### src/rtl/mux_rr_arbiter.sv
// Round-robin arbiter over four requesters driving a registered 4:1 data mux.
// Define MUX_ARB_TIMEOUT_EN to force rotation after MAX_HOLD grant cycles.
module mux_rr_arbiter #(
  parameter int unsigned MAX_HOLD = 8
) (
  input  logic       clk,
  input  logic       rst,
  input  logic [3:0] req,
  input  logic [3:0] d,
  output logic [3:0] gnt,
  output logic [1:0] sel,
  output logic       out,
  output logic       busy,
  output logic       preempt
);

  typedef enum logic {
    IDLE  = 1'b0,
    GRANT = 1'b1
  } state_t;

  state_t     state, nstate;
  logic [1:0] ptr, nptr;
  logic [1:0] sel_q, nsel;
  logic [3:0] gnt_q, ngnt;
  logic       out_q, nout;
  logic       pre_q, npreempt;
  logic       handover;
  logic       expire;
  logic [2:0] win;

  if (MAX_HOLD < 1) begin : g_bad_max_hold
    $error("mux_rr_arbiter: MAX_HOLD must be at least 1");
  end

  // Returns {found, index} of the first set bit scanning upward from start (mod 4).
  function automatic logic [2:0] pick(input logic [3:0] r, input logic [1:0] start);
    logic [1:0] i;
    pick = '0;
    for (int unsigned k = 0; k < 4; k++) begin
      i = start + 2'(k);
      if (!pick[2] && r[i]) pick = {1'b1, i};
    end
  endfunction

`ifdef MUX_ARB_TIMEOUT_EN
  localparam int unsigned CW = $clog2(MAX_HOLD + 1);
  logic [CW-1:0] cnt, ncnt;

  // Forced rotation only when someone else is waiting; otherwise the counter saturates.
  assign expire = (state == GRANT) && (cnt >= CW'(MAX_HOLD)) && ((req & ~gnt_q) != '0);

  always_comb begin
    ncnt = '0;
    if (nstate == GRANT) begin
      if (handover)                 ncnt = CW'(1);
      else if (cnt < CW'(MAX_HOLD)) ncnt = cnt + CW'(1);
      else                          ncnt = cnt;
    end
  end

  always_ff @(posedge clk) begin
    if (rst) cnt <= '0;
    else     cnt <= ncnt;
  end
`else
  assign expire = 1'b0;
`endif

  always_ff @(posedge clk) begin
    if (rst) begin
      state <= IDLE;
      ptr   <= '0;
      sel_q <= '0;
      gnt_q <= '0;
      out_q <= 1'b0;
      pre_q <= 1'b0;
    end else begin
      state <= nstate;
      ptr   <= nptr;
      sel_q <= nsel;
      gnt_q <= ngnt;
      out_q <= nout;
      pre_q <= npreempt;
    end
  end

  always_comb begin
    nstate   = state;
    nptr     = ptr;
    nsel     = sel_q;
    npreempt = 1'b0;
    handover = 1'b0;
    win      = '0;
    case (state)
      IDLE: begin
        handover = 1'b1;
        win      = pick(req, ptr);
        if (win[2]) begin
          nstate = GRANT;
          nsel   = win[1:0];
        end
      end
      GRANT: begin
        // Handover searches from the slot after the releasing source, so it is served last.
        if (!req[sel_q] || expire) begin
          handover = 1'b1;
          npreempt = expire;
          nptr     = sel_q + 2'd1;
          win      = pick(req, sel_q + 2'd1);
          if (win[2]) begin
            nstate = GRANT;
            nsel   = win[1:0];
          end else begin
            nstate = IDLE;
          end
        end
      end
      default: nstate = IDLE;
    endcase
    ngnt = (nstate == GRANT) ? (4'b0001 << nsel) : '0;
    nout = (nstate == GRANT) ? d[nsel] : 1'b0;
  end

  always_comb begin
    gnt     = gnt_q;
    sel     = sel_q;
    out     = out_q;
    preempt = pre_q;
    busy    = (state == GRANT);
  end

endmodule

### config.mk
export PLATFORM = sky130hd
export DESIGN_NAME = mux_rr_arbiter
export DESIGN_NICKNAME = d
export VERILOG_FILES = /design/src/rtl/mux_rr_arbiter.sv
export SDC_FILE = /design/constraint.sdc
export NUM_CORES = 1
export LEC_CHECK = 0
export CAP_MARGIN = 20
export CORE_MARGIN = 2
export CORE_UTILIZATION = 41
export DETAILED_ROUTE_END_ITERATION = 8
export GPL_TIMING_DRIVEN = 0
export PLACE_DENSITY = 0.69
export SYNTH_ARGS = -nofsm -noshare
export SYNTH_HDL_FRONTEND = slang
export SYNTH_SLANG_ARGS = --single-unit
export TNS_END_PERCENT = 10
### constraint.sdc
create_clock -name clk -period 1.7 [get_ports clk]
set_input_delay 0.34 -clock clk [delete_from_list [all_inputs] [get_ports clk]]
set_output_delay 0.34 -clock clk [all_outputs]
set_load 0.005 [all_outputs]
# Word level (Yosys, flattened, before mapping)
# Cells that the tools add are included.
[totals] register_bits=10 input_bits=10 out_inout_bits=9 word_cells=88
[op_classes] add_sub_neg=7 n_lt_le_gt_ge=10 n_shift=1 mux=48 bitwise=3 n_reduce_logical=14
[op_table] op="$mux W3" n=20
[op_table] op="$lt A2 B3 Y1 const B" n=10
[op_table] op="$bmux W1 S2" n=10
[op_table] op="$mux W1" n=13
[op_table] op="$add A2 B2 Y2 const B" n=4
[op_table] op="$add A2 B1 Y2 const B" n=3
[op_table] op="$logic_and A1 B1 Y1" n=6
[op_table] op="$logic_not A1 Y1" n=6
[op_table] op="$mux W2" n=3
[op_table] op="$pmux W2 S2" n=1
[op_table] op="$shl A1 B2 Y4 const A" n=1
[op_table] op="$not A1 Y1" n=3
[op_table] op="$pmux W1 S2" n=1
[op_table] op="$reduce_and A2 Y1" n=1
[op_table] op="$reduce_or A2 Y1" n=1

# Depth between registers and ports, before layout
# Gate-level depths: netlist (run 1).
[depth] depth_word=26 mapped_depth=8

# Least setup slack after synthesis (run 1)
# No wires, ideal clock.
[synth_timing] kind="input to register" start="input port req[3]" end="register gnt_q[1] (netlist: gnt[1])" setup_ns=0.115 arrival_time_ns=1.593 required_time_ns=1.585 path_slack_ns=-0.008 path_stages=8 path_cell_list="buf_4 > nor4_2 > a31oi_1 > o21ai_2 > nor3_1 > or3_1 > buf_6 > and3_1"
[synth_between] elab_chain_len=25 elab_cells_between_ends=61
[synth_lines] element="start, declared" line_no="8" source="input logic [3:0] req,"
[synth_lines] element="$bmux W1 S2" line_no="42" source="if (!pick[2] && r[i]) pick = {1'b1, i};"
[synth_lines] element="$mux W1 (not written as such)" line_no="42"
[synth_lines] element="$mux W3" line_no="42"
[synth_lines] element="$mux W3" line_no="106" source="if (!req[sel_q] || expire) begin"
[synth_lines] element="$mux W3" line_no="95" source="case (state)"
[synth_lines] element="$logic_not A1 Y1" line_no="42"
[synth_lines] element="$logic_and A1 B1 Y1" line_no="42"
[synth_lines] element="$mux W3" line_no="42"
[synth_lines] element="[9 not listed]"
[synth_lines] element="$mux W3" line_no="42"
[synth_lines] element="$mux W3" line_no="106"
[synth_lines] element="$mux W3" line_no="95"
[synth_lines] element="$mux W1" line_no="111" source="if (win[2]) begin"
[synth_lines] element="$mux W1" line_no="106"
[synth_lines] element="$pmux W1 S2" line_no="95"
[synth_lines] element="$not A1 Y1 (no line)"
[synth_lines] element="$reduce_or A2 Y1 (no line)"
[synth_lines] element="end signal, assigned" line_no="82" source="gnt_q <= ngnt;"
[synth_lines] element="end, declared" line_no="25" source="logic [3:0] gnt_q, ngnt;"
# Parallel ways exist; a longest one is shown, timed or not. The select of a mux whose other input is x is not followed.
# A chain may end at the register's enable or synchronous reset.

# Final worst setup path (run 1)
[layout_timing] start="register sel_q[1] (netlist: sel[1])" end="register out_q (netlist: out)"
[layout_between] elab_chain_len=26 elab_cells_between_ends=43
[layout_lines] element="start, declared" line_no="24" source="logic [1:0] sel_q, nsel;"
[layout_lines] element="start signal, assigned" line_no="81" source="sel_q <= nsel;"
[layout_lines] element="$add A2 B1 Y2" line_no="110" source="win = pick(req, sel_q + 2'd1);"
[layout_lines] element="$bmux W1 S2" line_no="42"
[layout_lines] element="$mux W1 (not written as such)" line_no="42"
[layout_lines] element="$mux W3" line_no="42"
[layout_lines] element="$mux W3" line_no="106"
[layout_lines] element="$mux W3" line_no="95"
[layout_lines] element="$logic_not A1 Y1" line_no="42"
[layout_lines] element="$logic_and A1 B1 Y1" line_no="42"
[layout_lines] element="[10 not listed]"
[layout_lines] element="$mux W3" line_no="42"
[layout_lines] element="$mux W3" line_no="106"
[layout_lines] element="$mux W3" line_no="95"
[layout_lines] element="$mux W2 / $mux W1 (equally long branches)" line_no="111"
[layout_lines] element="$mux W2 / $mux W1 (equally long branches)" line_no="106"
[layout_lines] element="$pmux W2 S2 / $pmux W1 S2 (equally long branches)" line_no="95"
[layout_lines] element="$bmux W1 S2 / $not A1 Y1 (equally long branches)"
[layout_lines] element="$mux W1 (not written as such) / $reduce_or A2 Y1 (equally long branches)"
[layout_lines] element="end signal, assigned" line_no="83" source="out_q <= nout;"
[layout_lines] element="end, declared" line_no="26" source="logic out_q, nout;"
# Parallel ways exist; a longest one is shown, timed or not. The select of a mux whose other input is x is not followed.

==> metrics.log, run 1 <==
INFO  metric failed_checks = setup timing
INFO  metric diodes = 0
INFO  metric finish.net_count = 139
INFO  metric ctsHtreeMaxLevel = 1
INFO  metric finalWorstSetupSlack = -0.04045 ns
INFO  metric timing.final.max_slew_violations = 0
INFO  metric setup.worst_path.class = flip-flop to flip-flop
INFO  metric synth-edff-count = 0
INFO  metric core_box_area = approximately 0.0017 mm2
INFO  metric drt_iter0_markers = 6
INFO  metric setup.worst_path.end_class = flip-flop
INFO  metric clk_latency = approximately 0.26 ns
INFO  metric grt_util_met1 = 0.2827
INFO  metric synth_area_per_cell = 8.449 um2
INFO  metric use_met2 = 0.3452
INFO  metric area_growth_syn_to_layout = 63.89%
INFO  metric critical_path_arrival = 1.89 ns
INFO  metric min_period_over_period = 1.024
INFO  metric netlist_top_cells_area = sky130_fd_sc_hd__dfxtp_1 27%, sky130_fd_sc_hd__mux2i_1 8.0%, sky130_fd_sc_hd__nor2_1 7.0%, sky130_fd_sc_hd__buf_6 4.5%, sky130_fd_sc_hd__nand2_1 3.5%
INFO  metric initial_antenna_violation_count = 0
INFO  metric fillers = 150
INFO  metric max_stage_delay_on_crit_path = 0.35 ns
INFO  metric max_clock_freq = 574.6 MHz
INFO  metric register_bit_count_reported_by_yosys = 10
INFO  metric placement_rows = 15
INFO  metric post_drt_wl_per_cell = 14.06 um
INFO  metric multiInputGateArea = 566.8 um2
INFO  metric most_common_cell_in_the_synthesized_netlist = sky130_fd_sc_hd__nor2_1
INFO  metric detail_route.first_pass.iterations = 3
INFO  metric detail_route.wirelength = 2151 um
INFO  metric globalplace.congestion = 0.8169
INFO  metric yosysTopAreaCell = sky130_fd_sc_hd__dfxtp_1
INFO  metric setup_viol = 4
INFO  metric netlist_top_cells_count = 14 x sky130_fd_sc_hd__nor2_1, 10 x sky130_fd_sc_hd__dfxtp_1, 7 x sky130_fd_sc_hd__nand2_1
INFO  metric die_width = between 40 and 50 um
INFO  metric r2r.worst_path.cells = 8
INFO  metric crit-reg2reg-capture = out
INFO  metric setup.worst_path.start = sel[1]
INFO  metric synth_area = 752.0 um2
INFO  metric grt-ovfl-total = 0
INFO  metric chipHeight = 46.83 um
INFO  metric cp_cell_sequence = buf_8 -> mux2i_4 -> o221ai_2 -> a211oi_2 -> buf_4 -> and2_1 -> o31ai_2 -> mux2i_1
INFO  metric busiest_layer = met2
INFO  metric gr_util_all_layers = 0.2058
INFO  metric drive_above_1_share = 0.4844
INFO  metric wire_length_of_the_first_global_routing_pass = 3277 um
INFO  metric power.static_leakage = about 0.48 nW
INFO  metric critPathSlowestCell = sky130_fd_sc_hd__dfxtp_4
INFO  metric p_per_area = 738.6 mW/mm2
INFO  metric worst-r2r-setup-slack = -0.04 ns
INFO  metric floorplan_die_area = about 0.0022 mm2
INFO  metric synthFlopType = sky130_fd_sc_hd__dfxtp_1
INFO  metric synth_cells = 89
INFO  metric start_util = 0.4355
INFO  metric antenna_left = 0
INFO  metric ir_worst_vdd = 0.0005419 V
INFO  metric detail_route.vias_per_cell = 5.203
INFO  metric grt_max_degree = 11
INFO  metric drv.max_cap_violation_count = 0
INFO  metric crit_required = about 1.9 ns
INFO  metric clock_tree.buffer_depth = 2
INFO  metric crit-reg2reg-launch = sel[1]
INFO  metric crit_path_max_fanout = 8
INFO  metric route.detailed.drc = 0
INFO  metric hold_path_class = flip-flop to flip-flop
INFO  metric dr_total_vias = 796
INFO  metric clock-sinks = 10
INFO  metric post-synth-top-area-fraction = 0.2662
INFO  metric hpwl = 1278 um
INFO  metric grt_setup_unrepaired = yes
INFO  metric synthesis.nets = 99
INFO  metric clock_transition_time_at_the_flip_flop_clock_pins_of_the_worst_setup_and_hold_paths = 0.07 ns
INFO  metric timing.critical_path.to = out
INFO  metric final.setup_skew = 0.0008808 ns
INFO  metric grt_util_met3 = 0.01154
INFO  metric final.min_clock_period = 1.740 ns
INFO  metric cts_buffers = 3
INFO  metric status = finished with violations
INFO  metric grt_pass1_vias = 721
INFO  metric synthesis.yosys.warnings = 0
INFO  metric post-route-util = 0.7138
INFO  metric area.sequential = 206.4 um2
INFO  metric io_buffer_count = 16
INFO  metric synth_cell_types = 41
INFO  metric worstSetupStartpointType = flip-flop
INFO  metric portion_of_the_post_synthesis_area_used_by_sequential_elements = 0.2662
INFO  metric clock_root_buffer = sky130_fd_sc_hd__clkbuf_4
INFO  metric fin_tns_setup = -0.08593 ns
INFO  metric io_pins = 19
INFO  metric hold_viol = 0
INFO  metric cts_tree = done
INFO  metric postSynth.asyncResetShare = 0
==> worst max-delay path, delay by kind of cell (launching register included) <==
family,cells,cell delay [ns]
buffers and inverters,2,0.29
flip-flops,1,0.35
AND/OR/NAND/NOR,1,0.16
AO/OA/AOI/OAI,3,0.53
multiplexers,2,0.30
==> what timing repair did <==
action	CTS	global route
hold buffers	0	0
setup buffers	10	8
endpoints found under the setup margin	9	7
cloned	2	0
pin swaps	9	8
resized for setup	20	16
==> flip-flops by register name, summed over array words and instances, names as in the netlist <==
register / count
gnt: 4
ptr: 2
sel: 2
busy: 1
out: 1
==> power by group <==
part / internal, mW / switching [mW] / leakage [nW] / total [mW]
clock: 0.130 / 0.0857 / 0.0210 / 0.216
combinational: 0.224 / 0.182 / 0.379 / 0.406
sequential: 0.264 / 0.0246 / 0.0836 / 0.288
==> per-layer routing <==
layer	up-vias	part of all wire
met4	0	0.016
met2	16	0.53
li1	396	-
met1	380	0.43
met5	-	0
met3	4	0.022
==> how the worst min path moves through the flow <==
stage / from / endpoint / slack (ns) / depth (start not counted)
after global routing: ptr[0] / ptr[0] / 0.60 / 2
after floorplan: rst / sel[0] / 0.41 / 1
after detailed placement: ptr[0] / ptr[0] / 0.57 / 2
after global placement: ptr[0] / ptr[0] / 0.56 / 2
after CTS: ptr[0] / ptr[0] / 0.58 / 2
final: ptr[0] / ptr[0] / 0.58 / 2
==> cells by family after synthesis <==
family / Yosys count / synth area share
buf+inv: 11 / 0.1048
xor+xnor: 1 / 0.01165
flops: 10 / 0.2662
other cells: 1 / 0.004987
compound gates: 25 / 0.2779
simple gates: 35 / 0.2546
mux: 6 / 0.07987
==> cell usage in the layout, fill, tap and decap left out, types with 2 or more instances in the layout <==
cell type	synthesis	routed
sky130_fd_sc_hd__clkbuf_4	0	3
sky130_fd_sc_hd__nor2_1	14	11
sky130_fd_sc_hd__nor2_2	0	2
sky130_fd_sc_hd__inv_1	2	2
sky130_fd_sc_hd__mux2i_1	6	4
sky130_fd_sc_hd__buf_2	1	2
sky130_fd_sc_hd__nand2_1	7	6
sky130_fd_sc_hd__o22ai_1	2	2
sky130_fd_sc_hd__a21oi_2	1	3
sky130_fd_sc_hd__buf_6	3	2
sky130_fd_sc_hd__a211oi_1	2	2
sky130_fd_sc_hd__buf_8	0	2
sky130_fd_sc_hd__a21oi_1	4	2
sky130_fd_sc_hd__o21bai_1	2	2
sky130_fd_sc_hd__clkdlybuf4s15_2	0	2
sky130_fd_sc_hd__nand2b_1	2	2
sky130_fd_sc_hd__clkdlybuf4s50_1	0	13
sky130_fd_sc_hd__buf_4	3	20
sky130_fd_sc_hd__a211oi_2	2	2
sky130_fd_sc_hd__dfxtp_2	0	2
sky130_fd_sc_hd__dfxtp_1	10	7
==> final cells by class <==
cell class                      count  share of cell area
Sequential cell                    10              0.1675
Buffer                              6             0.05482
Clock buffer                        4             0.02944
Timing Repair Buffer               36              0.2487
Multi-Input combinational cell     68              0.4599
Inverter                            4             0.01421
Tap cell                           25             0.02538
==> metrics by stage <==
stage          cell area, um2  cells  setup WS, ns  hold slack [ns]  total power, mW
2_1_floorplan           752.0     89      0.005693           0.4124           0.4793
3_3_place_gp            943.4    130       -0.6142           0.5623           0.5764
3_5_place_dp            943.4    130       -0.6438           0.5671           0.5816
4_1_cts                  1112    146     -0.008211           0.5761           0.8431
5_1_grt                  1232    153       -0.1577           0.6042           0.9601
6_report                 1232    153      -0.04045           0.5813           0.9103
Power figures use the tool's default switching activity.
==> run 2, diff against run 1 <==
--- a/config.mk
+++ b/config.mk
@@ -6,7 +6,7 @@
 export NUM_CORES = 1
 export LEC_CHECK = 0
 export CAP_MARGIN = 20
-export CORE_MARGIN = 2
+export CORE_MARGIN = 4
 export CORE_UTILIZATION = 41
 export DETAILED_ROUTE_END_ITERATION = 8
 export GPL_TIMING_DRIVEN = 0
==> run 2 against run 1 <==
  * The flow still finishes with violations (setup timing)
  * Total power shrank 2.0%
  * Register-to-register slack is essentially flat
  * Combinational power shrank 4%
  * Sequential share of layout area grew 0.28 points
  * Non-clock buffer count shrank 2
  * Routed wire length shrank 3.7%
  * Die area grew 18%
  * Clock power is essentially flat
  * Sequential cell count is the same
  * Utilization shrank 1.2 points
  * Critical endpoint is now gnt[1]
  * Highest routed layer unchanged
==> metrics.log, run 2 (synthesis gave the netlist of run 1 again) <==
INFO  metric status = finished with violations
INFO  metric failed_checks = setup timing
INFO  metric clk_latency = 0.26 ns
INFO  metric detail_route.vias_per_cell = ~5
INFO  metric setup.worst_path.start = sel[1]
INFO  metric globalplace.congestion = around 0.88
INFO  metric multiInputGateArea = 550.5 um2
INFO  metric power.static_leakage = approximately 0.48 nW
INFO  metric finish.net_count = 137
INFO  metric clock_transition_time_at_the_flip_flop_clock_pins_of_the_worst_setup_and_hold_paths = 0.07 ns
INFO  metric gr_util_all_layers = 0.1688
INFO  metric diodes = 0
INFO  metric drive_above_1_share = 0.4206
INFO  metric timing.final.max_slew_violations = 0
INFO  metric setup.worst_path.end_class = flip-flop
INFO  metric die_width = 50.83 um
INFO  metric fin_tns_setup = -0.09664 ns
INFO  metric grt-ovfl-total = 0
INFO  metric final.setup_skew = ~0.0043 ns
INFO  metric r2r.worst_path.cells = 9
INFO  metric max_stage_delay_on_crit_path = 0.37 ns
INFO  metric worst-r2r-setup-slack = -0.04 ns
INFO  metric route.detailed.drc = 0
INFO  metric io_pins = 19
INFO  metric drt_iter0_markers = 4
INFO  metric largest_register_ff_count = 4
INFO  metric core_box_area = between 0.0015 and 0.002 mm2
INFO  metric area.sequential = 206.4 um2
INFO  metric floorplan_die_area = 0.002583 mm2
INFO  metric wire_length_of_the_first_global_routing_pass = 3415 um
INFO  metric io_buffer_count = 16
INFO  metric leading_cell_type_in_the_layout_fill_and_taps_excluded = sky130_fd_sc_hd__buf_4
INFO  metric clock_tree.buffer_depth = 2
INFO  metric grt_setup_unrepaired = yes
INFO  metric cp_cell_sequence = buf_8 -> buf_6 -> nor2_4 -> a21oi_2 -> o221ai_4 -> a21oi_1 -> or3_1 -> buf_6 -> and3_1
INFO  metric p_per_area = 735.5 mW/mm2
INFO  metric placement.cell_area = roughly 940 um2
INFO  metric placement_rows = 15
INFO  metric chipHeight = 50.83 um
INFO  metric critical_path_arrival = 1.90 ns
INFO  metric placement.setup.worst_slack = -0.6137 ns
INFO  metric fin_hold_ws = between 0.5 and 0.6 ns
INFO  metric hold_path_class = flip-flop to flip-flop
INFO  metric antenna_left = 0
INFO  metric cts_tree = done
INFO  metric post_drt_wl_per_cell = 13.72 um
INFO  metric min_period_over_period = 1.025
INFO  metric ir_worst_vdd = 0.0006046 V
INFO  metric timing.critical_path.to = gnt[1]
INFO  metric hold_viol = 0
INFO  metric grt_pass1_vias = 758
INFO  metric crit-reg2reg-capture = gnt[1]
INFO  metric layout.cell_area.non_filler = about 0.0012 mm2
INFO  metric crit_path_max_fanout = 9
INFO  metric cts_buffers = 3
INFO  metric fillers = 149
INFO  metric setup.worst_path.class = flip-flop to flip-flop
INFO  metric clock-sinks = 10
INFO  metric crit_path_frequent_cell = sky130_fd_sc_hd__buf_6
INFO  metric post-layout-total-power = 891.8 uW
INFO  metric dr_total_vias = 778
INFO  metric critPathSlowestCell = sky130_fd_sc_hd__or3_1
INFO  metric crit_required = 1.86 ns
INFO  metric final.min_clock_period = between 1.5 and 2 ns
INFO  metric hpwl = about 1300 um
INFO  metric initial_antenna_violation_count = 0
INFO  metric min_from = ptr[0]
INFO  metric max_clock_freq = 574.1 MHz
INFO  metric detail_route.first_pass.iterations = 4
INFO  metric ctsHtreeMaxLevel = 1
INFO  metric mostFrequentLayoutCells = 16 x sky130_fd_sc_hd__buf_4, 13 x sky130_fd_sc_hd__clkdlybuf4s50_1, 12 x sky130_fd_sc_hd__nor2_1
INFO  metric grt_max_degree = 11
INFO  metric worstSetupStartpointType = flip-flop
INFO  metric area_growth_syn_to_layout = 61.23%
INFO  metric crit-reg2reg-launch = sel[1]
INFO  metric detail_route.wirelength = 2071 um
INFO  metric clock_root_buffer = sky130_fd_sc_hd__clkbuf_4
INFO  metric finalWorstSetupSlack = -0.04184 ns
INFO  metric start_util = 0.4355
INFO  metric setup_viol = 4
INFO  metric drv.max_cap_violation_count = 0
==> run 2: repair_timing <==
action	in CTS	in global routing
endpoints found under the setup margin	8	6
buffers inserted	12	4
hold endpoints to repair	0	0
pin swaps	10	10
resized for setup	29	4
hold buffers	0	0
cloned	1	0
==> run 2: final cells by class <==
type / instances / area share
Buffer: 7 / 0.06192
Clock buffer: 4 / 0.02993
Inverter: 4 / 0.01445
Multi-Input combinational cell: 68 / 0.4541
Sequential cell: 10 / 0.1703
Tap cell: 25 / 0.02580
Timing Repair Buffer: 33 / 0.2436
==> run 2: worst max-delay path: cells and delay by family (launching register included) <==
family	cells	cell delay, ns
compound gates	3	0.31
flops	1	0.35
buf+inv	3	0.40
simple gates	3	0.58
==> run 2: worst min path at each step <==
| stage | endpoint | slack (ns) | cells after the start |
|---|---|---|---|
| after global routing | ptr[0] | 0.60 | 2 |
| after floorplan | sel[0] | 0.41 | 1 |
| final | ptr[0] | 0.57 | 2 |
| after detailed placement | ptr[0] | 0.56 | 2 |
| after global placement | ptr[0] | 0.56 | 2 |
| after CTS | ptr[0] | 0.58 | 2 |
==> run 2: metal layers <==
| metal | global-route usage | vias to the layer above | part of all wire |
|---|---|---|---|
| li1 | - | 390 | - |
| met1 | 0.2198 | 370 | 0.44 |
| met2 | 0.2935 | 16 | 0.51 |
| met3 | 0.03207 | 2 | 0.043 |
| met4 | 0.02691 | 0 | 0.0043 |
| met5 | 0 | - | 0 |
==> run 2: stage by stage <==
step / instances / utilization
floorplan: 89 / -
global placement: 130 / 0.5464
detailed placement: 130 / 0.5464
CTS: 147 / 0.6725
global route: 151 / 0.7022
finish: 151 / 0.7022
==> run 2: power breakdown <==
| part | switching (mW) | internal (mW) |
|---|---|---|
| clock network | 0.0839 | 0.130 |
| logic | 0.175 | 0.215 |
| registers | 0.0239 | 0.264 |
| total | 0.283 | 0.609 |
==> run 3, diff against run 2 <==
--- a/config.mk
+++ b/config.mk
@@ -6,10 +6,9 @@
 export NUM_CORES = 1
 export LEC_CHECK = 0
 export CAP_MARGIN = 20
-export CORE_MARGIN = 4
 export CORE_UTILIZATION = 41
+export CTS_BUF_LIST = sky130_fd_sc_hd__clkbuf_8 sky130_fd_sc_hd__clkbuf_16
 export DETAILED_ROUTE_END_ITERATION = 8
-export GPL_TIMING_DRIVEN = 0
 export PLACE_DENSITY = 0.69
 export SYNTH_ARGS = -nofsm -noshare
 export SYNTH_HDL_FRONTEND = slang
==> run 3 against run 2 <==
  * The flow still finishes with violations (setup timing)
  * Global-route usage grew 8.4 points
  * Critical endpoint is now out
  * Via count grew 2.7%
  * Critical path depth is the same
  * Final area grew 1.3%
  * Register-to-register slack gained 0.03 ns
  * Final cell count grew 2.0%
  * Worst setup slack gained 0.015 ns
  * Sequential share of layout area shrank 0.33 points
  * Combinational power shrank 5%
  * Largest cell class unchanged
  * Clock-buffer cell count shrank 1
==> metrics.log, run 3 (synthesis gave the netlist of run 1 again) <==
INFO  metric grt_setup_unrepaired = yes
INFO  metric setup_viol = 2
INFO  metric cts_buffers = 3
INFO  metric core_box_area = 0.001727 mm2
INFO  metric clock_root_buffer = sky130_fd_sc_hd__clkbuf_8
INFO  metric hold_viol = 0
INFO  metric layout.cell_area.non_filler = 0.001229 mm2
INFO  metric post-layout-total-power = ~900 uW
INFO  metric die_width = 44.83 um
INFO  metric power.static_leakage = 0.4951 nW
INFO  metric failed_checks = setup timing
INFO  metric final.setup_skew = 0.001602 ns
INFO  metric area_growth_syn_to_layout = 63.39%
INFO  metric hold_path_class = flip-flop to flip-flop
INFO  metric grt_util_met1 = 0.3047
INFO  metric leading_cell_type_in_the_layout_fill_and_taps_excluded = sky130_fd_sc_hd__buf_4
INFO  metric diodes = 0
INFO  metric grt_util_met3 = 0.03200
INFO  metric placement_rows = 15
INFO  metric power.sequential.fraction = 0.327
INFO  metric floorplan_die_area = 0.002009 mm2
INFO  metric critPathSlowestCell = sky130_fd_sc_hd__a211oi_2
INFO  metric final.min_clock_period = 1.727 ns
INFO  metric place.detailed.instances = between 100 and 150
INFO  metric crit_path_max_fanout = 5
INFO  metric clk_latency = 0.23 ns
INFO  metric crit_required = 1.81 ns
INFO  metric layout.cells.non_filler = 154
INFO  metric r2r.worst_path.cells = 7
INFO  metric setup.worst_path.class = input port to flip-flop
INFO  metric ctsHtreeMaxLevel = 1
INFO  metric initial_antenna_violation_count = 0
INFO  metric start_util = 0.4355
INFO  metric cts_tree = done
INFO  metric setup.worst_path.end_class = flip-flop
INFO  metric pwr-share-comb = 0.409
INFO  metric detail_route.first_pass.iterations = 4
INFO  metric p_int = 627.0 uW
INFO  metric drive_above_1_share = 0.4264
INFO  metric globalplace.congestion = 0.9241
INFO  metric gr_util_all_layers = 0.2531
INFO  metric grt_max_degree = 8
INFO  metric worstSetupStartpointType = input port
INFO  metric chipHeight = between 40 and 50 um
INFO  metric detail_route.vias_per_cell = around 5.2
INFO  metric max_clock_freq = 579.0 MHz
INFO  metric max_stage_delay_on_crit_path = 0.34 ns
INFO  metric io_buffer_count = 17
INFO  metric finalWorstSetupSlack = -0.02723 ns
INFO  metric wire_length_of_the_first_global_routing_pass = between 3000 and 4000 um
INFO  metric post_drt_wl_per_cell = 13.74 um
INFO  metric antenna_left = 0
INFO  metric timing.final.max_slew_violations = 0
INFO  metric placement.cell_area = 0.001077 mm2
INFO  metric p_per_area = around 740 mW/mm2
INFO  metric crit_path_frequent_cell = sky130_fd_sc_hd__buf_4
INFO  metric busiest_layer = met2
INFO  metric clock-sinks = 10
INFO  metric placement.setup.worst_slack = -0.5916 ns
INFO  metric cp_cell_sequence = dlygate4sd2_1 -> buf_4 -> a2bb2oi_1 -> o221ai_1 -> a211oi_2 -> buf_4 -> o21bai_1 -> o211ai_1 -> mux2i_1
INFO  metric largest_register_ff_count = 4
INFO  metric use_met2 = 0.4382
INFO  metric finish.net_count = approximately 140
INFO  metric ir_worst_vdd = 0.0006039 V
INFO  metric fillers = 143
INFO  metric swShare = 0.3082
INFO  metric clock_transition_time_at_the_flip_flop_clock_pins_of_the_worst_setup_and_hold_paths = approximately 0.04 ns
INFO  metric io_pins = 19
INFO  metric net-switching-power = about 280 uW
INFO  metric route.detailed.drc = 0
INFO  metric min_period_over_period = 1.016
INFO  metric drt_iter0_markers = 13
INFO  metric critical_path_arrival = about 1.8 ns
INFO  metric mostFrequentLayoutCells = 23 x sky130_fd_sc_hd__buf_4, 13 x sky130_fd_sc_hd__clkdlybuf4s50_1, 12 x sky130_fd_sc_hd__nor2_1
INFO  metric dr_total_vias = 799
INFO  metric worstHoldPathCells = 2
INFO  metric post-route-util = 0.7116
INFO  metric detail_route.wirelength = 2116 um
INFO  metric grt_pass1_vias = 804
INFO  metric drv.max_cap_violation_count = 0
INFO  metric clock_tree.buffer_depth = 2
INFO  metric power.clock.fraction = 0.264
INFO  metric hpwl = 1510 um
INFO  metric grt-ovfl-total = 0
INFO  metric status = finished with violations
-- run 3: changes by cell type in the layout (fill, tap and decap cells not counted), moves of 2 or more --
| cell | previous run | this run |
|---|---|---|
| sky130_fd_sc_hd__dlygate4sd2_1 | 0 | 3 |
| sky130_fd_sc_hd__clkdlybuf4s15_2 | 2 | 0 |
| sky130_fd_sc_hd__clkbuf_8 | 1 | 3 |
| sky130_fd_sc_hd__buf_6 | 6 | 3 |
| sky130_fd_sc_hd__buf_4 | 16 | 23 |
| sky130_fd_sc_hd__clkbuf_4 | 3 | 0 |
-- run 3: through the flow --
stage	hold WS (ns)	setup TNS [ns]
3_3_place_gp	0.5651	-4.011
6_report	0.5884	-0.04835
2_1_floorplan	0.4124	0
3_5_place_dp	0.5649	-4.095
4_1_cts	0.5723	-0.07669
5_1_grt	0.6530	-0.4363
-- run 3: layer usage --
layer	share of wire	routed length (um)
met1	0.43	905
met2	0.52	1094
met3	0.033	69
met4	0.022	47
met5	0	0
-- run 3: cell type report --
class                      instances  area (um2)  share of cell area
multi-input combinational         68       545.5              0.4440
timing repair buffer              44       387.9              0.3157
sequential                        10       205.2              0.1670
clock buffer                       3       41.29             0.03360
tap                               25       31.28             0.02546
inverter                           4       17.52             0.01426
-- run 3: what timing repair did --
| action | CTS | global route |
|---|---|---|
| gates resized for setup | 19 | 8 |
| setup buffers | 1 | 2 |
| pin swaps | 7 | 7 |
| setup endpoints to repair | 9 | 6 |
| gates cloned | 1 | 0 |
| hold buffers | 0 | 0 |
-- run 3: power groups by stage --
| stage | clock (mW) | combinational, mW | sequential, mW |
|---|---|---|---|
| final | 0.239 | 0.371 | 0.296 |
| after CTS | 0.250 | 0.351 | 0.293 |
| after global placement | 0 | 0.319 | 0.295 |
| after global routing | 0.259 | 0.405 | 0.301 |
| after detailed placement | 0 | 0.324 | 0.295 |
| after floorplan | 0 | 0.190 | 0.290 |
-- run 3: worst max-delay path, delay by kind of cell --
family                 cells  cell delay [ns]
buffers and inverters      3             0.57
muxes                      1             0.10
AOI/OAI and AO/OA          5             0.83
-- run 3: path summary, 6_finish.rpt --
path	from	end	slack [ns]
setup / recovery	req[1]	out	-0.03
hold / removal	ptr[0]	ptr[0]	0.59
setup reg to reg	sel[1]	out	-0.01
hold reg to reg	ptr[0]	ptr[0]	0.59
